**src/rtl/tick_timer_sched.sv**
```systemverilog
// Shared tick prescaler feeding NCH one-shot delay channels loaded through a round-robin arbiter.
// Latency: req -> ack next cycle; done one cycle after the expiring tick (zero delay: cycle after ack).
// Backpressure: requesters hold req until ack; one grant per cycle; optional TICK_CLKOUT_EN adds clk_slow.
module tick_timer_sched #(
    parameter int TICK_DIV = 50000,
    parameter int NCH      = 4,
    parameter int CNT_W    = 16
) (
    input  logic                 clk,
    input  logic                 rst_n,
    input  logic                 en,
    input  logic [NCH-1:0]       req,
    input  logic [NCH*CNT_W-1:0] dly,
    output logic [NCH-1:0]       ack,
    output logic [NCH-1:0]       busy,
    output logic [NCH-1:0]       done,
    output logic                 tick
`ifdef TICK_CLKOUT_EN
    ,
    output logic                 clk_slow
`endif
);

    localparam int PSC_W = (TICK_DIV > 2) ? $clog2(TICK_DIV) : 1;
    localparam int PTR_W = (NCH > 1) ? $clog2(NCH) : 1;

    logic [PSC_W-1:0]            psc_q, psc_d;
    logic                        tick_q, tick_d;
    logic [PTR_W-1:0]            ptr_q, ptr_d;
    logic [NCH-1:0]              ack_q, ack_d;
    logic [NCH-1:0]              busy_q, busy_d;
    logic [NCH-1:0]              done_q, done_d;
    logic [NCH-1:0]              zpend_q, zpend_d;
    logic [NCH-1:0][CNT_W-1:0]   cnt_q, cnt_d;

    logic [NCH-1:0]              elig;
    logic                        gnt_vld;
    logic [PTR_W-1:0]            gnt_idx;
    logic [CNT_W-1:0]            dly_v;

    // Prescaler: count while enabled, emit a registered tick after the terminal count.
    always_comb begin
        psc_d  = psc_q;
        tick_d = 1'b0;
        if (!en) begin
            psc_d = '0;
        end else if (psc_q == PSC_W'(TICK_DIV - 1)) begin
            psc_d  = '0;
            tick_d = 1'b1;
        end else begin
            psc_d = psc_q + PSC_W'(1);
        end
    end

    // Round-robin pick: lowest eligible index at/above the pointer, else lowest overall (wrap).
    always_comb begin
        elig    = req & ~ack_q;
        gnt_vld = 1'b0;
        gnt_idx = '0;
        for (int i = NCH - 1; i >= 0; i--) begin
            if (elig[i] && (i >= int'(ptr_q))) begin
                gnt_vld = 1'b1;
                gnt_idx = PTR_W'(i);
            end
        end
        if (!gnt_vld) begin
            for (int i = NCH - 1; i >= 0; i--) begin
                if (elig[i]) begin
                    gnt_vld = 1'b1;
                    gnt_idx = PTR_W'(i);
                end
            end
        end
        ack_d = '0;
        ptr_d = ptr_q;
        if (gnt_vld) begin
            ack_d = NCH'(1) << gnt_idx;
            ptr_d = (gnt_idx == PTR_W'(NCH - 1)) ? '0 : gnt_idx + PTR_W'(1);
        end
    end

    // Channels: a load wins over a same-cycle decrement; zero delay defers done by one cycle
    // so it lands in the cycle after ack.
    always_comb begin
        cnt_d   = cnt_q;
        busy_d  = busy_q;
        done_d  = zpend_q;
        zpend_d = '0;
        dly_v   = '0;
        for (int i = 0; i < NCH; i++) begin
            dly_v = dly[i*CNT_W +: CNT_W];
            if (ack_d[i]) begin
                cnt_d[i] = dly_v;
                if (dly_v != '0) begin
                    busy_d[i] = 1'b1;
                end else begin
                    busy_d[i]  = 1'b0;
                    zpend_d[i] = 1'b1;
                end
            end else if (tick_q && busy_q[i]) begin
                cnt_d[i] = cnt_q[i] - CNT_W'(1);
                if (cnt_q[i] == CNT_W'(1)) begin
                    busy_d[i] = 1'b0;
                    done_d[i] = 1'b1;
                end
            end
        end
    end

    // State registers.
    always_ff @(posedge clk or negedge rst_n) begin
        if (!rst_n) begin
            psc_q   <= '0;
            tick_q  <= 1'b0;
            ptr_q   <= '0;
            ack_q   <= '0;
            busy_q  <= '0;
            done_q  <= '0;
            zpend_q <= '0;
            cnt_q   <= '0;
        end else begin
            psc_q   <= psc_d;
            tick_q  <= tick_d;
            ptr_q   <= ptr_d;
            ack_q   <= ack_d;
            busy_q  <= busy_d;
            done_q  <= done_d;
            zpend_q <= zpend_d;
            cnt_q   <= cnt_d;
        end
    end

`ifdef TICK_CLKOUT_EN
    logic clk_slow_q;

    // Legacy slow clock: flip on every edge that samples a tick.
    always_ff @(posedge clk or negedge rst_n) begin
        if (!rst_n) begin
            clk_slow_q <= 1'b0;
        end else if (tick_q) begin
            clk_slow_q <= ~clk_slow_q;
        end
    end

    assign clk_slow = clk_slow_q;
`endif

    assign ack  = ack_q;
    assign busy = busy_q;
    assign done = done_q;
    assign tick = tick_q;

endmodule

```
**config.mk**
```make
export PLATFORM = sky130hd
export DESIGN_NAME = tick_timer_sched
export DESIGN_NICKNAME = d
export VERILOG_FILES = /design/src/rtl/tick_timer_sched.sv
export SDC_FILE = /design/constraint.sdc
export NUM_CORES = 1
export LEC_CHECK = 0
export ABC_AREA = 1
export BUFFER_PORTS_ARGS = -buffer_cell sky130_fd_sc_hd__buf_4
export CAP_MARGIN = 5
export CORE_UTILIZATION = 40
export CTS_CLUSTER_SIZE = 20
export DETAILED_ROUTE_END_ITERATION = 8
export GPL_TIMING_DRIVEN = 0
export PLACE_DENSITY = 0.67
export SETUP_SLACK_MARGIN = 0.5
export SLEW_MARGIN = 15
export SYNTH_ARGS = -nofsm -noshare
export SYNTH_HDL_FRONTEND = slang
export SYNTH_SLANG_ARGS = --single-unit
export TNS_END_PERCENT = 100
```
**constraint.sdc**
```tcl
create_clock -name clk -period 2.48 [get_ports clk]
set_input_delay 0.62 -clock clk [delete_from_list [all_inputs] [get_ports clk]]
set_output_delay 0.62 -clock clk [all_outputs]
set_load 0.01 [all_outputs]
```
==> qor.yml, run 1 <==
num_vias: 6641
rr_worst_depth: 12
r2r-start: "ack[0]"
netlist_instances: 995
cp-startpoint: "ack[0]"
grt_pass1_wl_um: 28600
die_w_um: 130
insertion_delay_ns: 0.35
die_y_um: 130
max-vdd-ir-drop_mv: 0.513
grtUsageMet1: 0.290
finalSetupViolCount: 0
cpPeakStageDelay_ns: 0.42
cp.buffers_inverters: 4
synth_area_leaders: "dfrtp_1 38%, nand2_1 18%, nand3_1 12%"
dp_cells: 1294
root_buffer: "clkbuf_16"
yosysUniqueCellTypes: 34
max_freq_ghz: 0.506
path_clk_slew_ns: 0.07
crit_family: "simple AND/OR/NAND/NOR gates"
ys_async_sr_fraction: 1.00
r2r_end: "cnt_q[39]"
fp.coreArea_mm2: 0.0160
antenna_found_initial: 0
netlist_area_mm2: 0.00660
hold_violations: 0
use_met3: 0.0383
p_leak_nw: 4.26
grt_overflow: 0
drive_above_1_share: 0.218
diodes: 0
port-buffer-count: 83
synth_edf_count: 0
rows: 46
cp.arrival_ns: 2.22
crit_path_end_kind: "flip-flop"
synth_top_area_frac: 0.375
grt_pass1_vias: 5940
wl_per_cell_um: 13.7
cp.required_ns: 2.72
hp-class: "input pin to async pin"
worstPathCellList: "inv_2, nand2_4, nor3_4, nor2_4, a21oi_4, buf_6, ha_4, nand2_4, buf_8, clkbuf_16, nand3_1, nand3_2"
slew_viol_final: 0
start_util: 0.413
p_per_area_mw_per_mm2: 1060
worst_setup_path_start_kind: "flip-flop"
rsz0062_at_grt: "yes"
drc: 0
vias_per_cell: 4.98
synthFlopType: "dfrtp_1"
syn2layout_area_growth_pct: 31.0
synth_area_per_cell_um2: 6.63
cts_tree: "done"
yosys_warnings: 0
relSlewSlack: 0.388
cts_buffers: 9
min_period_ns: 1.97
routabilityCongestion: 0.890
first_pass_iters: 6
grt_max_degree: 100
period_share: 0.796
postRouteAntennaNets: 0
final_cells: 1334
cpMaxStageDelayCell: "dfrtp_1"
rrSetupSlack_ns: 0.51
cp_common_cell: "nand2_4"
drt_iter0_drc: 506
clock_sinks: 99
worstPathMaxFanout: 7
setup_tns_ns: 0
worstSetupPathType: "flip-flop to flip-flop"
grtUsageTotal: 0.214
holdWs_ns: 0.354
cts-htree-levels: 3
status: "finished, final reports clean"
worstMarginPinSlew_ns: 0.918
drt-total-wl_um: 18300
cts_buffer_depth: 2
finClkSkew_ns: 0.00872
critical_path.endpoint: "cnt_q[39]"
setup_ws_ns: 0.505
ys_ff_latch: 99
fin_nets: 1197
dpl.hpwl_um: 12700
synth_top_area_cell: "dfrtp_1"
pre_cts_ws_ns: 0.0479
cap_violations: 0
path_depth: 12
use_met2: 0.351
syn_nets: 1079
grt_busiest_layer: "met2"
seq_area_frac_synth: 0.375
die_area_mm2: 0.0170
fillers: 1571
io_pins: 84
[final cells by class]
type,count,area (um2),share of cell area
tap,216,270,0.0313
multi-input combinational,775,4040,0.467
clock inverter,5,36.3,0.00420
buffer,20,224,0.0259
clock buffer,11,233,0.0269
inverter,101,412,0.0476
sequential,99,2480,0.287
timing repair buffer,107,956,0.111
[cells in the final DEF (no fill, tap or decap), drive strengths merged]
| cell | instances |
|---|---|
| nand2 | 322 |
| nor2 | 188 |
| nand3 | 159 |
| buf | 118 |
| inv | 101 |
| dfrtp | 99 |
| xor2 | 21 |
| clkbuf | 20 |
| a21oi | 17 |
| nor3 | 14 |
| ha | 13 |
| nand4 | 11 |
| o21ai | 9 |
| xnor2 | 5 |
| o21bai | 5 |
| clkinv | 5 |
| nand3b | 4 |
| or2 | 3 |
| nor3b | 2 |
| a31oi | 1 |
| and2 | 1 |
[synthesized netlist by cell type, types with 7 or more instances]
| cell type | instances |
|---|---|
| nor3_1 | 14 |
| ha_1 | 13 |
| nand2_1 | 314 |
| nand4_1 | 10 |
| nand3_1 | 158 |
| a21oi_1 | 13 |
| xor2_1 | 21 |
| o21ai_0 | 7 |
| nor2_1 | 183 |
| inv_1 | 97 |
| dfrtp_1 | 99 |
[cells by family (layout without fill, tap and decap cells)]
family	after synthesis	count (layout)	share of synthesized area
and+or+nand+nor	704	704	0.452
DFF	99	99	0.375
xor gates and xnor gates	26	26	0.0345
adders and majority gates	13	13	0.0246
AOI/OAI and AO/OA	32	32	0.0332
buffers and inverters	121	244	0.0800
[stage by stage]
| step | util | power (mW) | cell area (um2) |
|---|---|---|---|
| final | 0.540 | 9.14 | 8640 |
| after floorplan | - | 5.49 | 6640 |
| after global placement | 0.471 | 6.41 | 7530 |
| after global routing | 0.540 | 9.92 | 8640 |
| after CTS | 0.491 | 7.93 | 7850 |
| after detailed placement | 0.471 | 6.50 | 7530 |
[metal layers]
metal	vias up	wire length [um]	share of wire
met3	20	871	0.048
met5	-	0	0
met1	3072	8510	0.47
li1	3381	-	-
met2	168	8670	0.47
met4	0	214	0.012
[repair_timing]
item	in CTS	in global routing
hold buffers	0	0
buffers inserted	3	13
endpoints found under the setup margin	63	73
pin swaps	2	45
endpoints found under the hold margin	0	0
gates cloned	0	8
resized for setup	8	128
[registers in the layout (all words and copies together) (netlist names)]
| signal | flops |
|---|---|
| done | 4 |
| cnt_q | 64 |
| tick | 1 |
| ack | 4 |
| zpend_q | 4 |
| psc_q | 16 |
| ptr_q | 2 |
| busy | 4 |
[how the worst min path moves through the flow]
stage | endpoint | slack [ns]
after floorplan | ack[0] | 0.32
after global placement | done[3] | 0.42
after detailed placement | done[3] | 0.43
after CTS | cnt_q[59] | 0.43
after global routing | done[3] | 0.45
final | cnt_q[59] | 0.35
[worst register-to-register path, delay by kind of cell (launching register included)]
| family | cells | cell delay [ns] |
|---|---|---|
| simple gates | 6 | 0.60 |
| buf+inv | 4 | 0.51 |
| flops | 1 | 0.42 |
| compound gates | 1 | 0.17 |
| fa+ha+maj | 1 | 0.15 |
[power by group]
part           internal [mW]  leakage, nW  total, mW  switching (mW)
clock                  0.688        0.134       1.33           0.640
sequential              2.18         1.24       2.84           0.660
combinational           2.17         2.89       4.97            2.79
total                   5.04         4.26       9.14            4.09
Power figures use the tool's default switching activity.
==> run 2, diff against run 1 <==
- PLACE_DENSITY: 0.67 -> 0.69
- clock period: 2.48 -> 1.8 ns (I/O delays scaled with it)
==> run 2 against run 1 <==
Effect of this change:
- the run now ends with negative setup slack left
- cell count up 1.9%
- largest cell class unchanged
- critical path depth up 1
- via count increased by 4.9%
- die area unchanged
- final area grew 7.0%
- sequential cell count stayed put
- register-to-register slack lost 0.62 ns
- setup slack lost 0.62 ns
- first-iteration DRC count increased by 26%
- clock power increased by 49%
- combinational power is 53% higher
- clock-buffer cell count decreased by 1
==> qor.yml, run 2 (synthesized netlist as in run 1, its figures left out) <==
status: "finished with violations"
violations: "negative setup slack"
period_share: 1.07  # +0.269
max_freq_ghz: 0.521  # +2.9%
drc: 0  # unchanged
finalSetupViolCount: 64  # +64
die_area_mm2: 0.0170  # unchanged
cp.arrival_ns: 2.16  # -0.06 ns
cts-htree-levels: 3  # unchanged
setup_ws_ns: -0.118  # -0.624 ns
drive_above_1_share: 0.274  # +0.0556
regMostFlops: "cnt_q"
reg.largest.list: "cnt_q (64), psc_q (16)"
num_vias: 6967  # +4.9%
io_pins: 84  # unchanged
drt-total-wl_um: 20000  # +9.3%
fillers: 1470  # -6.4%
p_per_area_mw_per_mm2: 1460  # +38%
worstPathCellList: "nand2_1, nand3_2, nand2_1, nand2_1, nand2_2, nand2_4, buf_12, ha_4, nand2_8, inv_8, buf_8, nand2_2, nand3_2"
syn2layout_area_growth_pct: 40.1
worstMarginPinSlew_ns: 0.955  # +0.0379 ns
holdWs_ns: 0.188  # -0.166 ns
worstSetupPathType: "flip-flop to flip-flop"
diodes: 0  # unchanged
postRouteAntennaNets: 0  # unchanged
die_y_um: 130  # unchanged
start_util: 0.413  # unchanged
cp.required_ns: 2.04  # -0.68 ns
largest_reg_flops: 64  # unchanged
cts_buffer_depth: 2  # unchanged
worstPathMaxFanout: 7  # unchanged
min_period_ns: 1.92  # -0.0565 ns
crit_path_end_kind: "flip-flop"
grt_pass1_wl_um: 29600  # +3.5%
dpl.hpwl_um: 12600  # -1.0%
max-vdd-ir-drop_mv: 0.870  # +70%
worst_setup_path_start_kind: "flip-flop"
wl_per_cell_um: 14.7  # +7.3%
grt_max_degree: 100  # unchanged
rsz0062_at_grt: "yes"
hold_violations: 0  # unchanged
cap_violations: 0  # unchanged
finClkSkew_ns: 0.00909  # +0.000363 ns
die_w_um: 130  # unchanged
first_pass_iters: 5  # -1
postCtsHoldBufs: 0  # unchanged
port-buffer-count: 83  # unchanged
hp-class: "input pin to async pin"
grt_pass1_vias: 6007  # +1.1%
final_cell_mix: "279 x nand2_1, 165 x nor2_1, 124 x nand3_1, 96 x dfrtp_1, 94 x buf_4"
root_buffer: "clkbuf_16"
cts_tree: "done"
insertion_delay_ns: 0.35  # about the same
routabilityCongestion: 0.903  # +1.5%
slew_viol_final: 0  # unchanged
grtUsageTotal: 0.222  # +0.00810
relSlewSlack: 0.363  # -0.0252
path_clk_slew_ns: 0.07  # about the same
cpPeakStageDelay_ns: 0.44  # +0.02 ns
fin_nets: 1222  # +2.1%
final_common_cell: "nand2_1"
cp_common_cell: "nand2_1"
cpMaxStageDelayCell: "dfrtp_1"
rows: 46  # unchanged
utilization: 0.578  # +0.0378
drt_iter0_drc: 639  # +26%
clock_sinks: 99  # unchanged
fp.coreArea_mm2: 0.0160  # unchanged
antenna_found_initial: 0  # unchanged
p_leak_nw: 4.47  # +5.0%
grt_overflow: 0  # unchanged
vias_per_cell: 5.13  # +3.0%
cts_buffers: 9  # unchanged
-- run 2: what timing repair did --
action / CTS / global route
resized for setup: 71 / 140
setup endpoints to repair: 106 / 107
cloned: 1 / 10
pin swaps: 14 / 41
buffers inserted: 18 / 20
-- run 2: through the flow --
stage               cells  setup TNS [ns]  cell area [um2]  power [mW]  worst slack, ns
floorplan             995               0             6690        7.66           0.0173
global placement     1294          -15.85             7580        8.92           -0.286
detailed placement   1294          -18.70             7580        9.02           -0.331
CTS                  1329           -6.02             8330        11.8           -0.134
global route         1359          -11.35             9250        14.5           -0.222
finish               1359           -3.64             9250        13.5           -0.118
-- run 2: power by group --
| part | switching, mW | leakage (nW) | total (mW) | internal, mW |
|---|---|---|---|---|
| combinational | 4.14 | 3.10 | 7.59 | 3.45 |
| clock | 0.896 | 0.139 | 1.98 | 1.08 |
| sequential | 0.939 | 1.23 | 3.94 | 3.00 |
-- run 2: routing by layer --
layer,vias to the layer above,global-route usage,part of all wire
met5,-,0,0
met4,0,0.0480,0.020
met3,33,0.0517,0.061
met2,245,0.356,0.47
met1,3246,0.304,0.44
li1,3443,-,-
-- run 2: final cells by class --
| class | instances | area (um2) | share of cell area |
|---|---|---|---|
| multi-input combinational | 775 | 4280 | 0.462 |
| sequential | 99 | 2480 | 0.268 |
| timing repair buffer | 132 | 1280 | 0.139 |
| inverter | 101 | 407 | 0.0440 |
| tap | 216 | 270 | 0.0292 |
| buffer | 20 | 240 | 0.0260 |
| clock buffer | 10 | 229 | 0.0248 |
| clock inverter | 6 | 63.8 | 0.00690 |
-- run 2: critical path, delay by kind of cell (launching register included) --
kind | cells | cell delay [ns]
simple gates | 9 | 0.84
flops | 1 | 0.44
buf+inv | 3 | 0.34
fa+ha+maj | 1 | 0.18
-- run 2: worst paths after layout --
path,from,to,slack (ns),cells past startpoint
min in group clk,dly[53],zpend_q[3],0.29,2
setup reg to reg,ptr_q[0],cnt_q[29],-0.12,13
max in group asynchronous,rst_n,tick,0.88,1
hold / removal,rst_n,cnt_q[63],0.19,1
setup / recovery,ptr_q[0],cnt_q[29],-0.12,13
hold reg to reg,zpend_q[3],done[3],0.45,1
